File: config.mk
export PLATFORM = sky130hd
export DESIGN_NAME = base58_ascii_decoder
export DESIGN_NICKNAME = d
export VERILOG_FILES = /design/src/rtl/base58_ascii_decoder.sv
export SDC_FILE = /design/constraint.sdc
export NUM_CORES = 1
export LEC_CHECK = 0
export CAP_MARGIN = 10
export CORE_UTILIZATION = 45
export DETAILED_ROUTE_END_ITERATION = 8
export HOLD_SLACK_MARGIN = 0.12
export MAX_ROUTING_LAYER = met4
export PLACE_DENSITY = 0.66
export SLEW_MARGIN = 10
export SYNTH_ARGS = -nofsm -noshare
export SYNTH_HDL_FRONTEND = slang
export SYNTH_SLANG_ARGS = --single-unit
export TNS_END_PERCENT = 10
File: constraint.sdc
create_clock -name clk -period 7.5 [get_ports clk]
set_input_delay 1.5 -clock clk [delete_from_list [all_inputs] [get_ports clk]]
set_output_delay 1.5 -clock clk [all_outputs]
set_load 0.05 [all_outputs]
File: src/rtl/base58_ascii_decoder.sv
// Streaming Base-58 ASCII decoder: accumulates MSD-first characters over a
// valid/ready handshake and presents the 8-bit word value with sticky error flags.
module base58_ascii_decoder #(
  parameter int MAX_DIGITS = 3
) (
  input  logic       clk,
  input  logic       rst,
  input  logic       in_valid,
  output logic       in_ready,
  input  logic [7:0] in_char,
  input  logic       in_last,
  output logic       out_valid,
  input  logic       out_ready,
  output logic [7:0] out_value,
  output logic       out_err_char,
  output logic       out_err_ovf
);

  localparam int ACC_W = $clog2(58 ** MAX_DIGITS);
  localparam int CNT_W = $clog2(MAX_DIGITS + 1);

  typedef enum logic {ACCUM, HOLD} state_t;

  state_t             state, state_next;
  logic [ACC_W-1:0]   acc;
  logic [CNT_W-1:0]   count;
  logic               err_char;
  logic               ovf;

  logic               accept;
  logic               char_ok;
  logic [5:0]         digit;
  logic [ACC_W-1:0]   acc_next;

  // Returns {in_alphabet, digit}; characters outside the alphabet decode as digit 0.
  function automatic logic [6:0] char_to_digit(input logic [7:0] c);
    logic [7:0] d;
    logic       ok;
    d  = 8'd0;
    ok = 1'b1;
    if      (c >= 8'h31 && c <= 8'h39) d = c - 8'd49;
    else if (c >= 8'h41 && c <= 8'h48) d = c - 8'd56;
    else if (c >= 8'h4A && c <= 8'h4E) d = c - 8'd57;
    else if (c >= 8'h50 && c <= 8'h5A) d = c - 8'd58;
    else if (c >= 8'h61 && c <= 8'h6B) d = c - 8'd64;
    else if (c >= 8'h6D && c <= 8'h7A) d = c - 8'd65;
    else ok = 1'b0;
    return {ok, d[5:0]};
  endfunction

  // Shift-add multiply; the accumulator width guarantees no wrap while count < MAX_DIGITS.
  function automatic logic [ACC_W-1:0] mul58(input logic [ACC_W-1:0] a);
    return (a << 5) + (a << 4) + (a << 3) + (a << 1);
  endfunction

  assign {char_ok, digit} = char_to_digit(in_char);
  assign accept           = in_valid && in_ready;
  assign acc_next         = mul58(acc) + {{(ACC_W-6){1'b0}}, digit};

  // Accumulator and sticky flags
  always_ff @(posedge clk or posedge rst) begin
    if (rst) begin
      acc      <= '0;
      count    <= '0;
      err_char <= 1'b0;
      ovf      <= 1'b0;
    end else if (state == HOLD) begin
      if (out_ready) begin
        acc      <= '0;
        count    <= '0;
        err_char <= 1'b0;
        ovf      <= 1'b0;
      end
    end else if (accept) begin
      if (count < CNT_W'(MAX_DIGITS)) begin
        acc   <= acc_next;
        count <= count + CNT_W'(1);
        if (acc_next > ACC_W'(255)) ovf <= 1'b1;
      end else begin
        ovf <= 1'b1;
      end
      if (!char_ok) err_char <= 1'b1;
    end
  end

  always_ff @(posedge clk or posedge rst) begin
    if (rst) state <= ACCUM;
    else     state <= state_next;
  end

  always_comb begin
    state_next = state;
    case (state)
      ACCUM: if (accept && in_last) state_next = HOLD;
      HOLD:  if (out_ready)         state_next = ACCUM;
      default: state_next = ACCUM;
    endcase
  end

  always_comb begin
    in_ready     = (state == ACCUM);
    out_valid    = (state == HOLD);
    out_value    = (state == HOLD) ? acc[7:0] : 8'd0;
    out_err_char = (state == HOLD) && err_char;
    out_err_ovf  = (state == HOLD) && ovf;
  end

endmodule

==> flow_summary_export.csv, run 1 <==
group,metric,value,unit
status,status,"finished, final reports clean",
worst_setup_path,timing.critical_path.mode_cell,"sky130_fd_sc_hd__inv_1",
detailed_routing,routedWlPerCell,16.4,um
logic_synthesis,postSynthNetCount,428,
placed_design,hpwlAfterDp,6240,um
die,core_rows,30,
grt,globalRoute.totalOverflow,0,
die,floorplan.core_area,6830,um2
clock_tree,cts_hold_buffers,0,
grt,global_route.usage.met3,1.90,%
timing,fin_setup_tns,0,ns
detailed_routing,drt-pass1-iter-count,5,
clock_tree,cts_resized,0,
grt,first_global_vias,2535,
worst_setup_path,crit-reg2reg-capture,"ovf",
worst_setup_path,slowest_delay,0.54,ns
worst_setup_path,reg2reg_setup_slack,3.14,ns
logic_synthesis,post_synth_num_cell_types,61,
die,design.portCount,25,
timing,max_slew.worst_pin.slew,0.799,ns
clock_tree,post-cts-setup-buffer-count,0,
run,max_cap_violations,0,
logic_synthesis,synth_sequential_area_ratio,17.2,%
grt,grt.total_usage,22.9,%
layout,fin_nets,455,
logic_synthesis,synth_largest_area_cell,"sky130_fd_sc_hd__fa_1",
logic_synthesis,mappedNetlistArea,3190,um2
worst_hold_path,hold-path-endpoint,"err_char",
grt,grt_antenna_before_repair,0,
worst_setup_path,cp.arrival,7.21,ns
placed_design,place.port_buffers,24,
clock_tree,ctsLongestPathBuffers,2,
clock_tree,cts_root_buffer,"sky130_fd_sc_hd__clkbuf_8",
worst_setup_path,worst-path-max-fanout,6,
worst_setup_path,cp-end-kind,"flip-flop",
placed_design,globalplace.congestion,0.912,
clock_tree,worstSkewPairLatency,0.25,ns
clock_tree,clk_transition_reported_paths,0.07,ns
detailed_routing,detail_route.iter0.violations,155,
logic_synthesis,synth.avg_cell_area,9.31,um2
die,die_h,86.3,um
timing,clock_skew_after_layout,0.00249,ns
worst_setup_path,worstRegToRegCells,12,
clock_tree,clock_tree.htree_level_count,1,
layout,fillerInstances,637,
clock_tree,cts_tree,"yes",
grt,global_route.usage.met2,33.3,%
logic_synthesis,synth_top_cell_area_share,18.2,%
logic_synthesis,ys.flop_type,"sky130_fd_sc_hd__dfrtp_1",
detailed_routing,drc_violations,0,
logic_synthesis,asyncSetResetFlopFracSynth,100,%
logic_synthesis,synth-seq-cells,22,
worst_hold_path,hold_depth,2,
layout,area_added_between_synthesis_and_finish,13.2,%
timing,slew_headroom,46.7,%
timing,report.final.setup_viol,0,
die,die-area,7440,um2
worst_setup_path,critical_path.slowest_cell,"sky130_fd_sc_hd__a2111oi_4",
layout,layout-drive-gt1-share,5.98,%
worst_setup_path,worst-endpoint-required,7.67,ns
clock_tree,tritoncts_num_sinks,22,
worst_setup_path,startpoint,"in_char[0]",
detailed_routing,num_vias,2690,
grt,gr-max-usage-layer,"met1",
die,floorplan.initialDensity,46.8,%
worst_setup_path,timing.setup.critical_path_class,"primary input to flip-flop",
timing,fmax,142,MHz
logic_synthesis,netlist_instances,343,
logic_synthesis,ys_top_cells_by_area,"sky130_fd_sc_hd__fa_1, sky130_fd_sc_hd__dfrtp_1, sky130_fd_sc_hd__ha_1, sky130_fd_sc_hd__o21ai_0, sky130_fd_sc_hd__nand2_1",
worst_hold_path,timing.hold.worst.class,"flip-flop to flip-flop",
worst_setup_path,critical_path.reg2reg.startpoint,"acc[2]",
die,die_x,86.3,um
timing,slew_viol_final,0,
logic_synthesis,synth_enable_flop_cells,0,
grt,grt_first_pass_wirelength,13100,um
layout,num_antenna_cells,0,
grt,grt_start_max_net_pins,23,
timing,hold_viol_final,0,
detailed_routing,route.detailed.vias_per_inst,5.80,
timing,layout_min_cycle_time,7.04,ns
detailed_routing,finalWirelength,7620,um
timing,grt_setup_unrepaired,"no",
logic_synthesis,ys.warnings.count,0,
worst_setup_path,cp_launch_type,"primary input",
detailed_routing,ant_nets,0,
clock_tree,cts_made_buffers,3,
timing,timing.final.crit_share,93.9,%
grt,met1_usage,35.0,%
worst_hold_path,hold_startpoint,"err_char",
-- metal layers --
| layer | vias up | part of all wire [%] |
|---|---|---|
| li1 | 1310 | - |
| met2 | 79 | 44 |
| met1 | 1293 | 50 |
| met3 | 8 | 5.0 |
| met4 | 0 | 0.92 |
| met5 | - | 0 |
-- area by class of cell --
class,instances,area (um2),area share [%]
sequential,22,551,15.2
multi-input combinational,291,2530,70.0
clock buffer,3,41.3,1.14
timing repair buffer,31,293,8.10
inverter,21,78.8,2.18
tap,96,120,3.32
-- state kept, by name, summed over array words and instances (netlist names) --
register,count
out_valid,1
err_char,1
ovf,1
count,2
acc,17
-- placed cells by master (no fill, tap or decap), types with 3 or more instances in the layout --
cell type and instances:
sky130_fd_sc_hd__a211o_1 5, sky130_fd_sc_hd__a211oi_1 3, sky130_fd_sc_hd__a21o_1 5, sky130_fd_sc_hd__a21oi_1 17, sky130_fd_sc_hd__a22o_1 8, sky130_fd_sc_hd__a22oi_1 3, sky130_fd_sc_hd__a31oi_1 3, sky130_fd_sc_hd__and2_1 10
sky130_fd_sc_hd__and3_1 4, sky130_fd_sc_hd__buf_4 7, sky130_fd_sc_hd__clkbuf_8 3, sky130_fd_sc_hd__clkdlybuf4s50_1 24, sky130_fd_sc_hd__dfrtp_1 22, sky130_fd_sc_hd__fa_1 29, sky130_fd_sc_hd__ha_1 43, sky130_fd_sc_hd__inv_1 21
sky130_fd_sc_hd__nand2_1 25, sky130_fd_sc_hd__nand2b_1 7, sky130_fd_sc_hd__nand3_1 4, sky130_fd_sc_hd__nand3b_1 3, sky130_fd_sc_hd__nor2_1 18, sky130_fd_sc_hd__nor2b_1 4, sky130_fd_sc_hd__nor3_1 11, sky130_fd_sc_hd__nor4_1 3
sky130_fd_sc_hd__nor4b_1 3, sky130_fd_sc_hd__o21ai_0 26, sky130_fd_sc_hd__xnor2_1 8, sky130_fd_sc_hd__xor2_1 5
-- logic make-up (layout without fill, tap and decap cells) --
group	count (synthesis)	in the layout	share of synthesized area [%]
adders and majority gates	72	72	35.0
AOI/OAI and AO/OA	101	101	22.8
DFF	22	22	17.2
xor gates and xnor gates	13	13	3.56
buffers and inverters	30	55	3.68
and+or+nand+nor	105	105	17.7
-- through the flow --
step                std cells  cell area [um2]  worst slack (ns)  utilization, %  hold WS (ns)
finish                    464             3620             0.456            52.9         0.479
global route              464             3620            0.0932            52.9         0.533
CTS                       464             3610             0.444            52.8         0.485
detailed placement        461             3570             0.192            52.2         0.468
global placement          461             3570             0.296            52.2         0.458
floorplan                 343             3190              1.27               -         0.434
-- worst max-delay path, delay by kind of cell --
| kind | cells | cell delay, ns |
|---|---|---|
| buffers and inverters | 5 | 0.74 |
| adder cells (fa/ha/maj) | 6 | 1.78 |
| AO/OA/AOI/OAI | 8 | 1.91 |
| AND/OR/NAND/NOR | 5 | 0.98 |
| XOR/XNOR | 1 | 0.28 |
-- worst max path at each step --
stage                     slack (ns)  depth (start not counted)   to
after floorplan                 1.27                         22  ovf
after global placement          0.30                         23  ovf
after detailed placement        0.19                         23  ovf
after CTS                       0.44                         23  ovf
after global routing            0.09                         23  ovf
final                           0.46                         25  ovf
-- synth_stat cells, drive strengths merged, types with 2 or more instances --
master,n
nand3,4
nor2,19
or3,2
nor4,3
a221oi,2
a211oi,3
a211o,5
a311oi,3
nand2,25
xor2,5
a32o,2
a2111oi,2
xnor2,8
o21ai,28
a22o,8
o41ai,2
inv,21
nand2b,7
o211a,2
a21oi,18
a2111o,2
clkbuf,5
nand3b,3
or3b,2
a21o,5
dfrtp,22
o211ai,2
buf,4
ha,43
nor3,13
fa,29
and3,4
and2,10
a31o,2
a31oi,3
nor4b,4
a22oi,3
nor2b,4
Power of run 1 is not shown: default switching activity piles up to over one toggle a cycle in this logic, so the estimate is an artifact.
==> inputs of run 2 (changes only) <==
--- a/config.mk
+++ b/config.mk
@@ -6,11 +6,13 @@
 export NUM_CORES = 1
 export LEC_CHECK = 0
 export CAP_MARGIN = 10
-export CORE_UTILIZATION = 45
+export CELL_PAD_IN_SITES_DETAIL_PLACEMENT = 1
+export CELL_PAD_IN_SITES_GLOBAL_PLACEMENT = 2
+export CORE_UTILIZATION = 35
 export DETAILED_ROUTE_END_ITERATION = 8
 export HOLD_SLACK_MARGIN = 0.12
 export MAX_ROUTING_LAYER = met4
-export PLACE_DENSITY = 0.66
+export PLACE_DENSITY = 0.78
 export SLEW_MARGIN = 10
 export SYNTH_ARGS = -nofsm -noshare
 export SYNTH_HDL_FRONTEND = slang
==> run 2 against run 1 <==
Wire length rose by 14%. Sequential cell count did not move. Register-to-register slack improved by 0.03 ns. Core utilization fell by 11 points. Sequential share of layout area fell by 0.34 points. Critical path type unchanged.
==> flow_summary_export.csv, run 2 (synthesized netlist as in run 1, its figures left out) <==
group,metric,value,unit
clock_tree,cts_made_buffers,3,
worst_setup_path,slowest_delay,0.51,ns
worst_setup_path,cp_launch_type,"primary input",
clock_tree,clock_tree.htree_level_count,1,
worst_setup_path,path_delay_family,"compound AO/OA/AOI/OAI gates",
layout,fillerInstances,1009,
clock_tree,ctsLongestPathBuffers,2,
grt,grt_first_pass_wirelength,15200,um
worst_setup_path,cp.arrival,7.10,ns
timing,fin_setup_tns,0,ns
timing,fmax,144,MHz
die,design.portCount,25,
timing,slew_headroom,41.0,%
layout,postLayoutCoreUtil,42.2,%
clock_tree,clk_transition_reported_paths,0.09,ns
timing,slew_viol_final,0,
detailed_routing,routedWlPerCell,18.0,um
die,die_x,97.5,um
status,status,"finished, final reports clean",
detailed_routing,drt-pass1-iter-count,4,
grt,grt_start_max_net_pins,23,
grt,first_global_vias,2915,
timing,max_slew.worst_pin.slew,0.882,ns
run,max_cap_violations,0,
layout,area_added_between_synthesis_and_finish,15.8,%
clock_tree,post-cts-setup-buffer-count,0,
worst_setup_path,critical_path.slowest_cell,"sky130_fd_sc_hd__a2111oi_4",
timing,timing.final.crit_share,92.9,%
grt,grt_antenna_before_repair,0,
placed_design,place.port_buffers,24,
clock_tree,cts_tree,"yes",
worst_setup_path,cp_cell_sequence,"clkdlybuf4s50_1 > inv_1 > ha_1 > nor4b_1 > or3b_1 > a2111oi_4 > nand2_1 > a21oi_1 > a31oi_1 > o21ai_0 > fa_1 > inv_1 > fa_1 > inv_1 > fa_1 > ha_1 > a211o_1 > a2111oi_0 > nor4_1 > nor4b_1 > nor3_1 > xnor2_1 > a41oi_1",
layout,most_common_cell_after_layout_fill_and_taps_aside,"sky130_fd_sc_hd__ha_1",
timing,clock_skew_after_layout,0.0122,ns
worst_setup_path,cp-end-kind,"flip-flop",
die,floorplan.initialDensity,36.5,%
die,core_rows,34,
layout,registers.top_by_ff_count,"acc",
layout,largest_register_ffs,17,
die,floorplan.core_area,8760,um2
clock_tree,cts_root_buffer,"sky130_fd_sc_hd__clkbuf_8",
layout,layout_common_cells,"sky130_fd_sc_hd__ha_1, sky130_fd_sc_hd__fa_1, sky130_fd_sc_hd__o21ai_0",
worst_setup_path,worst-endpoint-required,7.63,ns
clock_tree,cts_hold_buffers,0,
layout,num_antenna_cells,0,
timing,hold_viol_final,0,
grt,grt.total_usage,20.0,%
worst_setup_path,worst-path-max-fanout,6,
clock_tree,worstSkewPairLatency,0.27,ns
layout,layout-drive-gt1-share,7.47,%
clock_tree,cts_resized,0,
detailed_routing,route.detailed.vias_per_inst,5.58,
timing,grt_setup_unrepaired,"no",
detailed_routing,detail_route.iter0.violations,127,
placed_design,globalplace.congestion,0.816,
layout,biggestRegsByFlops,"acc: 17 flops, count: 2 flops",
worst_hold_path,timing.hold.worst.class,"flip-flop to flip-flop",
placed_design,hpwlAfterDp,7120,um
detailed_routing,drc_violations,0,
die,die_h,97.5,um
worst_setup_path,worst-path-buf-inv,4,
clock_tree,tritoncts_num_sinks,22,
timing,report.final.setup_viol,0,
worst_setup_path,timing.setup.critical_path_class,"primary input to flip-flop",
layout,fin_nets,461,
detailed_routing,finalWirelength,8680,um
detailed_routing,ant_nets,0,
grt,globalRoute.totalOverflow,0,
detailed_routing,num_vias,2697,
die,die-area,9510,um2
timing,layout_min_cycle_time,6.97,ns
[run 2: worst reg2reg max path, stage by stage, from the launching register on]
cell and delay, ns:
sky130_fd_sc_hd__dfrtp_1 0.51, sky130_fd_sc_hd__fa_1 0.58, sky130_fd_sc_hd__inv_1 0.06, sky130_fd_sc_hd__fa_1 0.41, sky130_fd_sc_hd__inv_1 0.08, sky130_fd_sc_hd__fa_1 0.44
sky130_fd_sc_hd__ha_1 0.32, sky130_fd_sc_hd__a211o_1 0.29, sky130_fd_sc_hd__a2111oi_0 0.42, sky130_fd_sc_hd__nor4_1 0.13, sky130_fd_sc_hd__nor4b_1 0.47, sky130_fd_sc_hd__nor3_1 0.14
sky130_fd_sc_hd__xnor2_1 0.20, sky130_fd_sc_hd__a41oi_1 0.13
[run 2: layout make-up]
type	instances	area (um2)	share of cell area (%)
clock buffers	3	41.3	1.12
clock inverters	1	30.0	0.812
inverters	21	78.8	2.13
multi-input cells	291	2530	68.3
flip-flops and latches	22	551	14.9
well taps	108	135	3.65
repair buffers	37	338	9.13
[run 2: path summary, 6_finish.rpt]
check	from	end	slack [ns]	cells past startpoint
worst max-delay path	in_char[0]	ovf	0.53	23
worst min register to register	err_char	err_char	0.49	2
max in group asynchronous	rst	count[1]	5.25	2
worst max register to register	acc[0]	ovf	3.17	13
worst min-delay path	err_char	err_char	0.49	2
min in group asynchronous	rst	acc[10]	1.71	2
[run 2: per-layer routing]
metal	vias to the layer above	wire length (um)	share of wire [%]	global-route usage, %
li1	1319	-	-	-
met1	1346	4920	57	31.8
met2	30	3560	41	28.3
met3	2	174	2.0	1.51
met4	0	17	0.20	2.04
met5	-	0	0	-
[run 2: per-stage QoR]
step | hold slack (ns) | instance area, um2 | std cells | setup slack, ns
4_1_cts | 0.497 | 3700 | 483 | 0.533
2_1_floorplan | 0.434 | 3190 | 343 | 1.27
3_3_place_gp | 0.467 | 3630 | 479 | 0.407
5_1_grt | 0.527 | 3700 | 483 | 0.0842
6_report | 0.494 | 3700 | 483 | 0.535
3_5_place_dp | 0.476 | 3630 | 479 | 0.272
Power of run 2 is left out for the same reason.
